`src/rtl/pwm_fade_gen_if.sv`:
```
// pwm_fade_gen_if: control and status bundle between the light FSM and the PWM fade generator
interface pwm_fade_gen_if #(parameter int CNT_WIDTH = 10);
  logic                 i_enable;
  logic                 i_fade_en;
  logic [CNT_WIDTH-1:0] i_duty;
  logic                 o_pwm;
  logic                 o_period_tick;
  logic [CNT_WIDTH-1:0] o_duty_cur;
  logic                 o_busy;
  modport master (output i_enable, i_fade_en, i_duty, input o_pwm, o_period_tick, o_duty_cur, o_busy);
  modport slave  (input i_enable, i_fade_en, i_duty, output o_pwm, o_period_tick, o_duty_cur, o_busy);
endinterface

```
`src/rtl/pwm_fade_gen.sv`:
```
// pwm_fade_gen: period-synchronous PWM with optional per-period duty ramp toward the target
module pwm_fade_gen #(
  parameter int CNT_WIDTH = 10,
  parameter int PERIOD    = 1000,
  parameter int FADE_STEP = 10
) (
  input logic           i_clk,
  input logic           i_reset_n,
  pwm_fade_gen_if.slave bus
);
  localparam int W = CNT_WIDTH + 1;
  localparam logic [CNT_WIDTH-1:0] LP_PERIOD = CNT_WIDTH'(PERIOD);
  localparam logic [CNT_WIDTH-1:0] LP_LAST   = CNT_WIDTH'(PERIOD - 1);
  localparam logic [CNT_WIDTH:0]   LP_STEP   = W'(FADE_STEP);
  typedef enum logic {IDLE, RUN} state_t;
  state_t               r_state;
  logic [CNT_WIDTH-1:0] r_cnt, r_d_cur, w_tgt, w_next;
  logic [CNT_WIDTH:0]   w_cur, w_tgt_x, w_up, w_dn;
  logic                 w_last;
  // ramp arithmetic is one bit wider so step overshoot and underflow are caught before clamping
  always_comb begin
    w_tgt   = (bus.i_duty > LP_PERIOD) ? LP_PERIOD : bus.i_duty;
    w_cur   = {1'b0, r_d_cur};
    w_tgt_x = {1'b0, w_tgt};
    w_up    = w_cur + LP_STEP;
    w_dn    = (w_cur > LP_STEP) ? w_cur - LP_STEP : '0;
    w_next  = !bus.i_fade_en ? w_tgt :
              (w_cur < w_tgt_x) ? ((w_up > w_tgt_x) ? w_tgt : w_up[CNT_WIDTH-1:0]) :
              (w_cur > w_tgt_x) ? ((w_dn < w_tgt_x) ? w_tgt : w_dn[CNT_WIDTH-1:0]) : r_d_cur;
    w_last  = (r_state == RUN) && (r_cnt == LP_LAST);
  end
  always_ff @(posedge i_clk or negedge i_reset_n) begin
    if (!i_reset_n) begin
      r_state <= IDLE;
      r_cnt   <= '0;
      r_d_cur <= '0;
    end else if (r_state == IDLE) begin
      r_cnt <= '0;
      if (bus.i_enable) begin
        r_state <= RUN;
        if (!bus.i_fade_en) r_d_cur <= w_tgt;
      end
    end else begin
      r_cnt <= (w_last || !bus.i_enable) ? '0 : r_cnt + CNT_WIDTH'(1);
      if (w_last) r_d_cur <= w_next;
      if (!bus.i_enable) r_state <= IDLE;
    end
  end
  assign bus.o_pwm         = (r_state == RUN) && (r_cnt < r_d_cur);
  assign bus.o_period_tick = w_last;
  assign bus.o_duty_cur    = r_d_cur;
  assign bus.o_busy        = (r_state == RUN) && bus.i_fade_en && (r_d_cur != w_tgt);
endmodule

```
`src/flat_wrapper.sv`:
```
// flat-port wrapper written by rule: the top's interface ports become plain ports
module pwm_fade_gen_flat 
#(
  parameter int CNT_WIDTH = 10,
  parameter int PERIOD    = 1000,
  parameter int FADE_STEP = 10
)
  (i_clk, i_reset_n, bus_i_enable, bus_i_fade_en, bus_i_duty, bus_o_pwm, bus_o_period_tick, bus_o_duty_cur, bus_o_busy);
  pwm_fade_gen_if #(.CNT_WIDTH(CNT_WIDTH)) bus_i ();
  input logic i_clk;
  input logic i_reset_n;
  input wire logic [$bits(bus_i.i_enable)-1:0] bus_i_enable;
  input wire logic [$bits(bus_i.i_fade_en)-1:0] bus_i_fade_en;
  input wire logic [$bits(bus_i.i_duty)-1:0] bus_i_duty;
  output wire logic [$bits(bus_i.o_pwm)-1:0] bus_o_pwm;
  output wire logic [$bits(bus_i.o_period_tick)-1:0] bus_o_period_tick;
  output wire logic [$bits(bus_i.o_duty_cur)-1:0] bus_o_duty_cur;
  output wire logic [$bits(bus_i.o_busy)-1:0] bus_o_busy;
  assign bus_i.i_enable = bus_i_enable;
  assign bus_i.i_fade_en = bus_i_fade_en;
  assign bus_i.i_duty = bus_i_duty;
  assign bus_o_pwm = bus_i.o_pwm;
  assign bus_o_period_tick = bus_i.o_period_tick;
  assign bus_o_duty_cur = bus_i.o_duty_cur;
  assign bus_o_busy = bus_i.o_busy;
  pwm_fade_gen #(.CNT_WIDTH(CNT_WIDTH), .PERIOD(PERIOD), .FADE_STEP(FADE_STEP)) u_core (.i_clk(i_clk), .i_reset_n(i_reset_n), .bus(bus_i));
endmodule
```
`config.mk`:
```
export PLATFORM = sky130hd
export DESIGN_NAME = pwm_fade_gen_flat
export DESIGN_NICKNAME = d
export VERILOG_FILES = /design/src/rtl/pwm_fade_gen_if.sv /design/src/rtl/pwm_fade_gen.sv /design/src/flat_wrapper.sv
export SDC_FILE = /design/constraint.sdc
export NUM_CORES = 1
export LEC_CHECK = 0
export ABC_AREA = 1
export CAP_MARGIN = 20
export CORE_MARGIN = 1
export CORE_UTILIZATION = 37
export DETAILED_ROUTE_END_ITERATION = 7
export GPL_TIMING_DRIVEN = 0
export PLACE_DENSITY = 0.52
export REMOVE_ABC_BUFFERS = 1
export SLEW_MARGIN = 20
export SYNTH_ARGS = -nofsm -noshare
export SYNTH_HDL_FRONTEND = slang
export SYNTH_SLANG_ARGS = --single-unit
export TNS_END_PERCENT = 10
```
`constraint.sdc`:
```
create_clock -name i_clk -period 3.4 [get_ports i_clk]
set_input_delay 0.85 -clock i_clk [delete_from_list [all_inputs] [get_ports i_clk]]
set_output_delay 0.85 -clock i_clk [all_outputs]
set_load 0.01 [all_outputs]
```
==> Flow_metrics.wiki <==
{| class="wikitable"
! Metric !! Value
|-
| Total buffers and inverters traversed by the critical path || 4
|-
| Worst-path clk slew || 0.07 ns
|-
| Number of antenna-violating nets in the routed design || 0
|-
| Signal arrival time at the worst endpoint || roughly 2.3 ns
|-
| Areal power density over the cells || roughly 480 mW/mm²
|-
| Count of inserted antenna diode cells || 0
|-
| Type of the most critical hold path || primary input to asynchronous set/reset pin
|-
| CTS tree || yes
|-
| Primary flip-flop cell chosen by synthesis mapping || sky130_fd_sc_hd__dfrtp_1
|-
| Overall die width || between 80 and 90 µm
|-
| Final slew viol count || 0
|-
| Mean Syn Cell Area || ~6.6 µm²
|-
| Tmin final || 3.16 ns
|-
| Category of the critical setup timing path || primary input to output pin
|-
| Vert. Die Dim || about 90 µm
|-
| Row count || 31
|-
| Sink count of the clock tree || 21
|-
| Max Clock Skew || a little under 0.002 ns
|-
| Number of port buffers || 26
|-
| Area of the die || around 0.0081 mm²
|-
| Vias || ~2900
|-
| Skew-Pair Late Insertion Delay || 0.26 ns
|-
| Seq cells post-synth || 21
|-
| Portion of total power attributed to the clock network || 9.9%
|-
| Most used cells in the layout excluding fill and tap cells || sky130_fd_sc_hd__nand2_1, sky130_fd_sc_hd__nand3_1, sky130_fd_sc_hd__inv_1
|-
| Overall fraction of global-route tracks in use || between 20 and 25%
|-
| Cell family with the largest share of critical-path delay || buffers and inverters
|-
| Pleak || 1.74 nW
|-
| Number of H-tree branching levels || 1
|-
| NetSw || ~0.83 mW
|-
| Final hold slack || 0.550 ns
|-
| Count of placed standard cells in the final layout, fillers left out || around 560
|-
| Measured slew at the worst slew-check pin || around 0.5 ns
|-
| Routed len/inst || 14.5 µm
|-
| DR DRC count || 0
|-
| Sequential fraction of the synthesis area || about 18%
|-
| Proportion of power drawn by combinational gates || 69.0%
|-
| Number of flops mapped to enable cells by yosys || 0
|-
| Area of the core || 0.00737 mm²
|-
| Number of cells produced by synthesis || around 430
|-
| Largest voltage drop on the vdd net || between 0.2 and 0.25 mV
|-
| Number of buffers created by CTS || 3
|-
| Run status || finished clean
|-
| Period utilisation layout || between 90% and 100%
|-
| Half-perimeter wire length of the detailed placement result || 6400 µm
|-
| Peak clock frequency supported by timing || about 0.32 GHz
|-
| Total gr overflow || 0
|-
| Internal power component || 0.812 mW
|-
| Layout Nets || between 500 and 600
|-
| Synth Cell Area || between 0.002 and 0.003 mm²
|-
| Initial drt markers || ~170
|-
| Detailed Routing Iterations Pass 1 || 4
|-
| Cell Chain, Critical Path || dlygate4sd2_1 -> nand2_2 -> nor2_4 -> nand3_4 -> nand2_2 -> inv_1 -> ha_1 -> inv_1 -> nor2_2 -> a31oi_1 -> buf_2
|-
| Post-CTS Hold Buffers || 0
|-
| TNS Setup || 0 ns
|-
| Maximum number of pins on one net before global-route repair || 22
|-
| Grt peak-use layer || met2
|-
| Root buffer selected by CTS || sky130_fd_sc_hd__clkbuf_8
|-
| Fraction of final layout cells sized beyond drive strength 1 || roughly a fifth
|-
| Number of antenna violations at the first check in global routing || 0
|-
| Crit-path slowest cell || sky130_fd_sc_hd__dlygate4sd2_1
|-
| Critical Path Start Type || primary input
|-
| Data required time at the worst endpoint || 2.55 ns
|-
| Hold Vio Cnt, Final || 0
|-
| Layout area overhead || 19.8%
|-
| Max Cap Violations || 0
|-
| CP endpoint kind || output pin
|-
| Number of fillers in the final layout || about 810
|-
| Sw Ratio || 50.5%
|-
| Setup violation total in the final timing report || 0
|-
| Synth Warn # || 0
|-
| Routing usage on met1 || 30.0%
|-
| Global routing usage on met3 || around 2.5%
|-
| Leading cell type in the layout, fill and taps excluded || sky130_fd_sc_hd__nand2_1
|-
| Number of cells in the design after placement || between 500 and 600
|-
| Critical Path Fanout Max || 4
|-
| Routability congestion estimate from global placement || 0.842
|-
| Tightest slew margin relative to the limit || 66.4%
|-
| Synth unique cells || 40
|-
| Boundary pin count || 27
|-
| Max Buffers Root-to-Sink || 2
|-
| Initial standard-cell utilization of the core || roughly two fifths
|-
| RSZ-0062 raised after global routing || no
|-
| Number of global-route vias before repair || 2659
|-
| CP max stage delay || 0.27 ns
|-
| Wire length of the first global-routing pass || 13400 µm
|-
| GRT met2 Usage || roughly a third
|-
| Post-detailed-routing wire length || 8170 µm
|-
| Relative contribution of sequential cells to total power || between 20% and 30%
|-
| Detail-routed via count per cell || slightly above 5
|-
| Final core utilization || around 47%
|-
| Synth async-reset ratio || 100%
|}
==> path summary, 6_finish.rpt <==
check                                                           from                                    to  slack, ns  depth (start not counted)
worst max-delay path                                   bus_i_duty[6]                            bus_o_busy       0.24                         11
min in group i_clk                         u_core.r_cnt[0]$_DFF_PN0_             u_core.r_cnt[0]$_DFF_PN0_       0.57                          1
worst max register to register  u_core.bus.o_duty_cur[1]$_DFFE_PN0P_  u_core.bus.o_duty_cur[1]$_DFFE_PN0P_       0.24                         19
worst min register to register             u_core.r_cnt[0]$_DFF_PN0_             u_core.r_cnt[0]$_DFF_PN0_       0.57                          1
worst min-delay path                                       i_reset_n  u_core.bus.o_duty_cur[7]$_DFFE_PN0P_       0.55                          1
max in group asynchronous                                  i_reset_n  u_core.bus.o_duty_cur[3]$_DFFE_PN0P_       2.48                          1
==> cell families after synthesis <==
group | Yosys count | synth area share [%]
XOR/XNOR | 11 | 3.37
AND/OR/NAND/NOR | 232 | 38.3
adder cells (fa/ha/maj) | 36 | 15.7
flip-flops | 21 | 18.4
buffers and inverters | 64 | 9.75
AO/OA/AOI/OAI | 67 | 14.4
==> area by class of cell <==
| class | count | area (µm²) | area share [%] |
|---|---|---|---|
| sequential | 21 | 531 | 15.5 |
| multi-input combinational | 346 | 2160 | 62.9 |
| tap | 99 | 124 | 3.61 |
| clock buffer | 4 | 45.0 | 1.31 |
| timing repair buffer | 38 | 362 | 10.5 |
| inverter | 55 | 210 | 6.13 |
==> power groups by stage <==
stage,logic (mW),clock network [mW],registers [mW]
finish,1.13,0.162,0.346
floorplan,0.742,0,0.352
global placement,1.02,0,0.359
detailed placement,1.03,0,0.360
CTS,1.09,0.167,0.348
global route,1.28,0.179,0.353
==> Yosys cell counts (2+ instances only) <==
library cell,instances,area [µm²]
sky130_fd_sc_hd__o21ai_1,6,30.0
sky130_fd_sc_hd__nor4_1,4,25.0
sky130_fd_sc_hd__o21ai_0,9,45.0
sky130_fd_sc_hd__or2_2,2,12.5
sky130_fd_sc_hd__nand3_1,52,260
sky130_fd_sc_hd__xor2_1,11,96.3
sky130_fd_sc_hd__nand3b_1,2,15.0
sky130_fd_sc_hd__nor2_1,32,120
sky130_fd_sc_hd__o21ai_2,5,43.8
sky130_fd_sc_hd__a21oi_1,30,150
sky130_fd_sc_hd__o21a_1,3,22.5
sky130_fd_sc_hd__a31oi_1,4,25.0
sky130_fd_sc_hd__a21boi_2,2,22.5
sky130_fd_sc_hd__nor2_2,4,25.0
sky130_fd_sc_hd__dfrtp_1,21,526
sky130_fd_sc_hd__buf_2,3,15.0
sky130_fd_sc_hd__nor2_4,5,56.3
sky130_fd_sc_hd__nand2_1,103,387
sky130_fd_sc_hd__a21oi_2,2,17.5
sky130_fd_sc_hd__nand2_4,2,22.5
sky130_fd_sc_hd__ha_1,36,450
sky130_fd_sc_hd__nand4_1,6,37.5
sky130_fd_sc_hd__inv_1,47,176
sky130_fd_sc_hd__buf_4,3,22.5
sky130_fd_sc_hd__nor3_1,8,40.0
sky130_fd_sc_hd__inv_2,8,30.0
sky130_fd_sc_hd__nand2_2,8,50.1
==> through the flow <==
step / worst slack [ns] / total power, mW / cell area (µm²)
CTS: -0.0708 / 1.60 / 3310
finish: 0.238 / 1.64 / 3430
global placement: -0.831 / 1.37 / 3170
detailed placement: -0.872 / 1.39 / 3170
floorplan: 0.357 / 1.09 / 2790
global route: 0.0381 / 1.82 / 3430
==> routing by layer <==
metal | wire length (µm) | share of wire, % | vias up
li1 | - | - | 1507
met3 | 318 | 3.9 | 4
met1 | 4180 | 51 | 1314
met5 | 0 | 0 | -
met4 | 48 | 0.59 | 0
met2 | 3620 | 44 | 55
==> state kept, by name, summed over array words and instances (netlist names) <==
name,cells
u_core.bus.o_duty_cur,10
u_core.r_state,1
u_core.r_cnt,10
==> timing repair <==
action | in CTS | in global routing
buffers inserted | 7 | 5
endpoints found under the setup margin | 12 | 12
pin swaps | 5 | 9
gates resized for setup | 22 | 35
No activity file was read; power rests on OpenSTA's default activity.
